==> src/rtl/datapath_controller.sv <==
// datapath_controller
// Moore sequencer for the register-file/ALU datapath. Captures one 16-bit
// instruction on the s/w handshake, decodes it and steps the datapath through
// register reads, ALU evaluation and write-back, one micro-step per cycle.
// Optional feature macro: DPCTRL_BAD_INSTR_EN -- when defined, an undefined
// encoding pulses bad_instr for its DECODE cycle; otherwise bad_instr is 0.
module datapath_controller #(
    parameter int data_width = 16
) (
    input  logic                  clk,
    input  logic                  reset,
    input  logic                  s,
    input  logic [15:0]           instr,
    output logic                  w,
    output logic                  bad_instr,
    output logic [2:0]            writenum,
    output logic [2:0]            readnum,
    output logic [2:0]            ALUop,
    output logic [2:0]            shift,
    output logic                  write,
    output logic                  loada,
    output logic                  loadb,
    output logic                  loadc,
    output logic                  loads,
    output logic                  asel,
    output logic                  bsel,
    output logic                  vsel,
    output logic [data_width-1:0] datapath_in
);

    typedef enum logic [2:0] {
        WAIT      = 3'd0,
        DECODE    = 3'd1,
        GET_A     = 3'd2,
        GET_B     = 3'd3,
        ALU       = 3'd4,
        WRITE_REG = 3'd5,
        WRITE_IMM = 3'd6
    } state_t;

    localparam logic [2:0] ALU_ADD = 3'b000;
    localparam logic [2:0] ALU_SUB = 3'b001;
    localparam logic [2:0] ALU_AND = 3'b010;
    localparam logic [2:0] ALU_NOT = 3'b011;

    state_t      state;
    state_t      next_state;
    logic [15:0] ir;

    // Instruction fields, all taken from the latched IR so outputs stay Moore.
    logic [2:0] opcode;
    logic [1:0] op;
    logic [2:0] rn;
    logic [2:0] rd;
    logic [1:0] sh;
    logic [2:0] rm;
    logic [7:0] imm8;

    assign opcode = ir[15:13];
    assign op     = ir[12:11];
    assign rn     = ir[10:8];
    assign rd     = ir[7:5];
    assign sh     = ir[4:3];
    assign rm     = ir[2:0];
    assign imm8   = ir[7:0];

    logic is_mov_imm;
    logic is_mov_reg;
    logic is_add;
    logic is_cmp;
    logic is_and;
    logic is_mvn;

    assign is_mov_imm = (opcode == 3'b110) && (op == 2'b10);
    assign is_mov_reg = (opcode == 3'b110) && (op == 2'b00);
    assign is_add     = (opcode == 3'b101) && (op == 2'b00);
    assign is_cmp     = (opcode == 3'b101) && (op == 2'b01);
    assign is_and     = (opcode == 3'b101) && (op == 2'b10);
    assign is_mvn     = (opcode == 3'b101) && (op == 2'b11);

    // Sign-extend the 8-bit immediate to the datapath width.
    function automatic logic [data_width-1:0] sext_imm8(input logic [7:0] v);
        logic signed [7:0] sv;
        sv = signed'(v);
        return data_width'(sv);
    endfunction

    assign datapath_in = sext_imm8(imm8);

`ifdef DPCTRL_BAD_INSTR_EN
    assign bad_instr = (state == DECODE) && !(is_mov_imm || is_mov_reg || is_add ||
                                              is_cmp || is_and || is_mvn);
`else
    assign bad_instr = 1'b0;
`endif

    // State register and instruction latch; reset aborts any sequence at once.
    always_ff @(posedge clk or posedge reset) begin
        if (reset) begin
            state <= WAIT;
            ir    <= 16'h0000;
        end else begin
            state <= next_state;
            if ((state == WAIT) && s) begin
                ir <= instr;
            end
        end
    end

    // Next-state decode and per-state control outputs (Moore).
    always_comb begin
        next_state = state;
        w          = 1'b0;
        writenum   = 3'd0;
        readnum    = 3'd0;
        ALUop      = ALU_ADD;
        shift      = 3'd0;
        write      = 1'b0;
        loada      = 1'b0;
        loadb      = 1'b0;
        loadc      = 1'b0;
        loads      = 1'b0;
        asel       = 1'b0;
        bsel       = 1'b0;
        vsel       = 1'b0;
        case (state)
            WAIT: begin
                w = 1'b1;
                if (s) begin
                    next_state = DECODE;
                end
            end
            DECODE: begin
                if (is_mov_imm) begin
                    next_state = WRITE_IMM;
                end else if (is_add || is_and || is_cmp) begin
                    next_state = GET_A;
                end else if (is_mov_reg || is_mvn) begin
                    next_state = GET_B;
                end else begin
                    next_state = WAIT;
                end
            end
            GET_A: begin
                readnum    = rn;
                loada      = 1'b1;
                next_state = GET_B;
            end
            GET_B: begin
                readnum    = rm;
                loadb      = 1'b1;
                next_state = ALU;
            end
            ALU: begin
                shift = {1'b0, sh};
                // Single-operand ops zero the A input so B passes through.
                asel  = is_mov_reg || is_mvn;
                if (is_cmp) begin
                    ALUop = ALU_SUB;
                end else if (is_and) begin
                    ALUop = ALU_AND;
                end else if (is_mvn) begin
                    ALUop = ALU_NOT;
                end else begin
                    ALUop = ALU_ADD;
                end
                if (is_cmp) begin
                    loads      = 1'b1;
                    next_state = WAIT;
                end else begin
                    loadc      = 1'b1;
                    next_state = WRITE_REG;
                end
            end
            WRITE_REG: begin
                writenum   = rd;
                write      = 1'b1;
                next_state = WAIT;
            end
            WRITE_IMM: begin
                writenum   = rn;
                vsel       = 1'b1;
                write      = 1'b1;
                next_state = WAIT;
            end
            default: begin
                next_state = WAIT;
            end
        endcase
    end

endmodule
==> config.mk <==
export PLATFORM = sky130hd
export DESIGN_NAME = datapath_controller
export DESIGN_NICKNAME = d
export VERILOG_FILES = /design/src/rtl/datapath_controller.sv
export SDC_FILE = /design/constraint.sdc
export NUM_CORES = 1
export LEC_CHECK = 0
export ABC_AREA = 1
export BUFFER_PORTS_ARGS = -buffer_cell sky130_fd_sc_hd__buf_4
export CELL_PAD_IN_SITES_DETAIL_PLACEMENT = 1
export CELL_PAD_IN_SITES_GLOBAL_PLACEMENT = 2
export CORE_ASPECT_RATIO = 1.2
export CORE_MARGIN = 1
export CORE_UTILIZATION = 26
export CTS_BUF_LIST = sky130_fd_sc_hd__clkbuf_4 sky130_fd_sc_hd__clkbuf_8 sky130_fd_sc_hd__clkbuf_16
export DETAILED_ROUTE_END_ITERATION = 7
export PLACE_DENSITY_LB_ADDON = 0.1
export REMOVE_ABC_BUFFERS = 1
export SLEW_MARGIN = 20
export SYNTH_ARGS = -nofsm -noshare
export SYNTH_HDL_FRONTEND = slang
export SYNTH_SLANG_ARGS = --single-unit
==> constraint.sdc <==
create_clock -name clk -period 2.8 [get_ports clk]
set_input_delay 0.14 -clock clk [delete_from_list [all_inputs] [get_ports clk]]
set_output_delay 0.14 -clock clk [all_outputs]
set_load 0.01 [all_outputs]
# Word level (Yosys, flattened, before mapping)

Index checks and enable logic that the tools add are counted.

Bits in registers: 19
Word-level logic and storage cells: 50
Output and inout port bits: 38
Input bits: 19

Equal/unequal tests: 12
Multiplexer cells: 23
Reductions and logical operators: 13

Operator list:

| cell                                                            | count |
|---|---|
| 3-bit == test, second input constant                            | 5 |
| 3-bit case mux with 5 select lines                              | 1 |
| 2-bit two-way mux                                               | 7 |
| 3-bit case mux with 2 select lines                              | 2 |
| 1-bit two-way mux                                               | 10 |
| 3-bit two-way mux                                               | 3 |
| 1-bit logical AND                                               | 7 |
| 3-bit by 2-bit == test with 1-bit output, second input constant | 2 |
| 2-bit == test, second input constant                            | 2 |
| 3-bit by 1-bit == test with 1-bit output, second input constant | 1 |
| 3-bit logical NOT                                               | 1 |
| 1-bit logical OR                                                | 3 |
| 2-bit by 1-bit == test with 1-bit output, second input constant | 1 |
| 2-bit logical NOT                                               | 1 |
| 2-bit inequality test, second input constant                    | 1 |
| 2-bit OR reduction                                              | 1 |

# Logic depth before layout (Yosys ltp)

Depth in word-level cells: 7
Depth in mapped cells: 8

# Worst setup path before layout

OpenSTA, ideal clock, no wires.

Path type: register to output
From: register state[2]
To: output port ALUop[0]
Arrival: 1.057 ns
Stages on the path, launching flop included: 5
Slack: 1.603 ns
Path buffers: 0
Path through: dfrtp_1 inv_2 nor2_2 inv_2 nor3_1

Longest elaborated chain between the ends: 2

Ends and longest elaborated chain:

| element                | line | text |
|---|---|---|
| from (decl)            | 46   | `state_t state;` |
| from (signal assigned) | 103  | `state <= next_state;` |
| 3-bit == test          | 126  | `case (state)` |
| 2-bit two-way mux      | 126  |  |
| to (decl)              | 18   | `output logic [2:0] ALUop,` |

No other way between the ends.

# Final worst setup path

From: register state[2]
To: output port ALUop[1]

The elaborated chain is that of the path after synthesis.

==> out/summary.txt <==
Drt wl/cell: 13.14 um
Compound-Gate Fraction of Synth Area: 12.16%
Largest net degree at the start of global routing: 29
Crit path launch type: register
Sequential-to-total area share from yosys stat: 38.82%
Logic gate share of total power: 51.5%
Worst slew margin: 46.43%
Most frequent cells in the layout: 52 x buf_4, 27 x nand2_1, 20 x nor2_1
Mux contribution to synthesized area: 0%
Hpwl dp: 2614 um
Max-slew violations: 0
Vias in the first global route: 1,102
DR iter-0 viols: 18
Worst path cell trace: inv_2, nor2_2, inv_2, nor3_1, buf_4
Clock skew: 0.006746 ns
Total die area: 4991 um2
Initial core utilization: 26.86%
Grt met2 use: 26.11%
Layout cells sized above 1: 41.88%
CTS hold repair buffers: 0
Bufs and invs on worst path: 3
# DRC: 0
# resized after CTS: 0
Commonest non-fill, non-tap cell in the layout: buf_4
Reg clk slew, reported paths: 0.08 ns
Final Critical Period: 1.632 ns
Post-Route WL: 3271 um
Slowest CP cell: dfrtp_1
Worst Path Arrival: 1.49 ns
Syn Area/Cell: 7.954 um2
Setup CP Type: register to primary output
Fin Hold WS: 0.03209 ns
Setup TNS: 0 ns
Final Non-Filler Cells: 249
Clock power share: 13.6%
Top delay family on crit path: flip-flops
Outcome: completed
P_sw: 652.7 uW
Worst-path fanout max: 7
Area delta synth->final: 27.68%
Most frequent CP cell: inv_2
RePlAce Congestion: 0.7519
Hold Fails Final Rpt: 0
Row count: 27
TritonCTS clock tree: done
# port buffers: 52
Slowest stage delay, CP: 0.57 ns
Leakage: 0.8482 nW
GRT busiest layer: met2
Highest clock rate: 0.6128 GHz
Cts bufs inserted: 3
Worst Hold Class: input pin to asynchronous set/reset pin
Io pins: 57
Ys Warns: 0
Setup Buffers After CTS: 0
Via count: 1,060
First-pass GRT wire length: 5416 um
Worst-Skew Late Latency: 0.26 ns
Post-Place Cells: 245
Simple logic cell fraction of the synthesized area: 26.86%
Measured slew at the worst slew-check pin: 0.8027 ns
Synth Instances: 154
Sw frac: 44.32%
P_int: 819.9 uW
Fin crit share: 58.28%
Sequential share of power: 34.9%
Die span in y: 77.19 um
Flop-to-flop setup slack: 1.50 ns
Via/cell ratio: 4.257
DR pass1 iterations: 3
Clk root buf: clkbuf_8
Initial antenna violation count: 0
GRT overflow: 0
Adder-cell share of the synthesized area: 0%
RSZ-0062 raised after global routing: no
Global Route Usage Sum: 14.28%
GR Util met1: 16.15%
CTS sink count: 19
XOR/XNOR Fraction of Synth Area: 0%
Main combinational cell family by area after synthesis: simple AND/OR/NAND/NOR gates
Detail Route Antenna Nets: 0
H-tree levels: 1
Clock Path Buffers: 2
Max-cap violations: 0
Post-Syn Area: 1225 um2
Fin nets: 211
Die extent in x: 64.66 um
Final setup vio count: 0
Required time at the worst-slack endpoint: 2.66 ns
Antenna Cells: 0
FF+latch count, synth: 19
Max IR drop VDD: 0.2909 mV
GRT met3 Usage: 2.381%
Core region area: 4561 um2
PD cells: 941.6 nW/um2
CP endpoint kind: primary output
Unique masters post-synth: 19
routing by layer:
| metal | up-vias | routed length, um |
|---|---|---|
| met2 | 29 | 1801 |
| met3 | 4 | 128 |
| met5 | - | 0 |
| li1 | 524 | - |
| met4 | 0 | 46 |
| met1 | 503 | 1295 |
Yosys cell counts:
cell type | number | area share [%]
nor2_2 | 5 | 2.6
buf_6 | 1 | 0.92
a21oi_2 | 12 | 8.6
conb_1 | 1 | 0.31
o22ai_1 | 3 | 1.5
buf_4 | 20 | 12
dfrtp_1 | 19 | 39
nand2_1 | 27 | 8.3
inv_2 | 4 | 1.2
nand3_1 | 10 | 4.1
nor2_1 | 20 | 6.1
buf_12 | 1 | 1.6
nand2_8 | 1 | 1.6
o21ai_0 | 3 | 1.2
nor2_8 | 1 | 1.6
a21oi_1 | 2 | 0.82
nor3_1 | 4 | 1.6
nand2_4 | 1 | 0.92
inv_1 | 19 | 5.8
power groups by stage:
stage | registers [mW] | clock network, mW | logic (mW)
3_3_place_gp | 0.519 | 0 | 0.756
3_5_place_dp | 0.522 | 0 | 0.776
6_report | 0.514 | 0.200 | 0.758
4_1_cts | 0.517 | 0.210 | 0.779
5_1_grt | 0.540 | 0.223 | 0.842
2_1_floorplan | 0.548 | 0 | 0.393
flip-flops by register name (all words and copies together), names as in the netlist:
name	flops
state	3
ir	16
final timing paths:
| path | start | to | depth (start not counted) |
|---|---|---|---|
| max | state[2] | ALUop[1] | 5 |
| min | reset | ir[11] | 2 |
| max reg2reg | state[1] | ir[3] | 6 |
| min reg2reg | ir[10] | ir[10] | 2 |
| max in group asynchronous | reset | ir[10] | 2 |
| min in group clk | instr[1] | ir[1] | 3 |
worst reg2reg max path, delay by kind of cell (launching register included):
family | cells | cell delay (ns)
AOI/OAI and AO/OA | 1 | 0.04
DFF | 1 | 0.44
buffers and inverters | 1 | 0.10
and+or+nand+nor | 4 | 0.60
kinds of logic (layout without fill, tap and decap cells):
kind of cell | Yosys count | count (layout)
other | 1 | 4
buffers and inverters | 45 | 79
AOI/OAI and AO/OA | 20 | 20
DFF | 19 | 19
and+or+nand+nor | 69 | 69
per-stage QoR:
step	instance area (um2)	power [mW]	utilization, %	worst slack, ns
finish	1564	1.473	34.29	1.168
global placement	1518	1.275	33.28	1.481
CTS	1564	1.506	34.29	1.152
floorplan	1055	0.9405	-	1.385
global route	1564	1.605	34.29	1.003
detailed placement	1518	1.298	33.28	1.439
layout make-up:
type	count	area [um2]
clock buffers	3	41.29
clock inverters	1	5.005
fillers	567	2997
inverters	23	86.33
multi-input cells	93	493.0
flip-flops and latches	19	475.5
well taps	58	72.57
repair buffers	52	390.4
No activity file was read; power rests on OpenSTA's default activity.
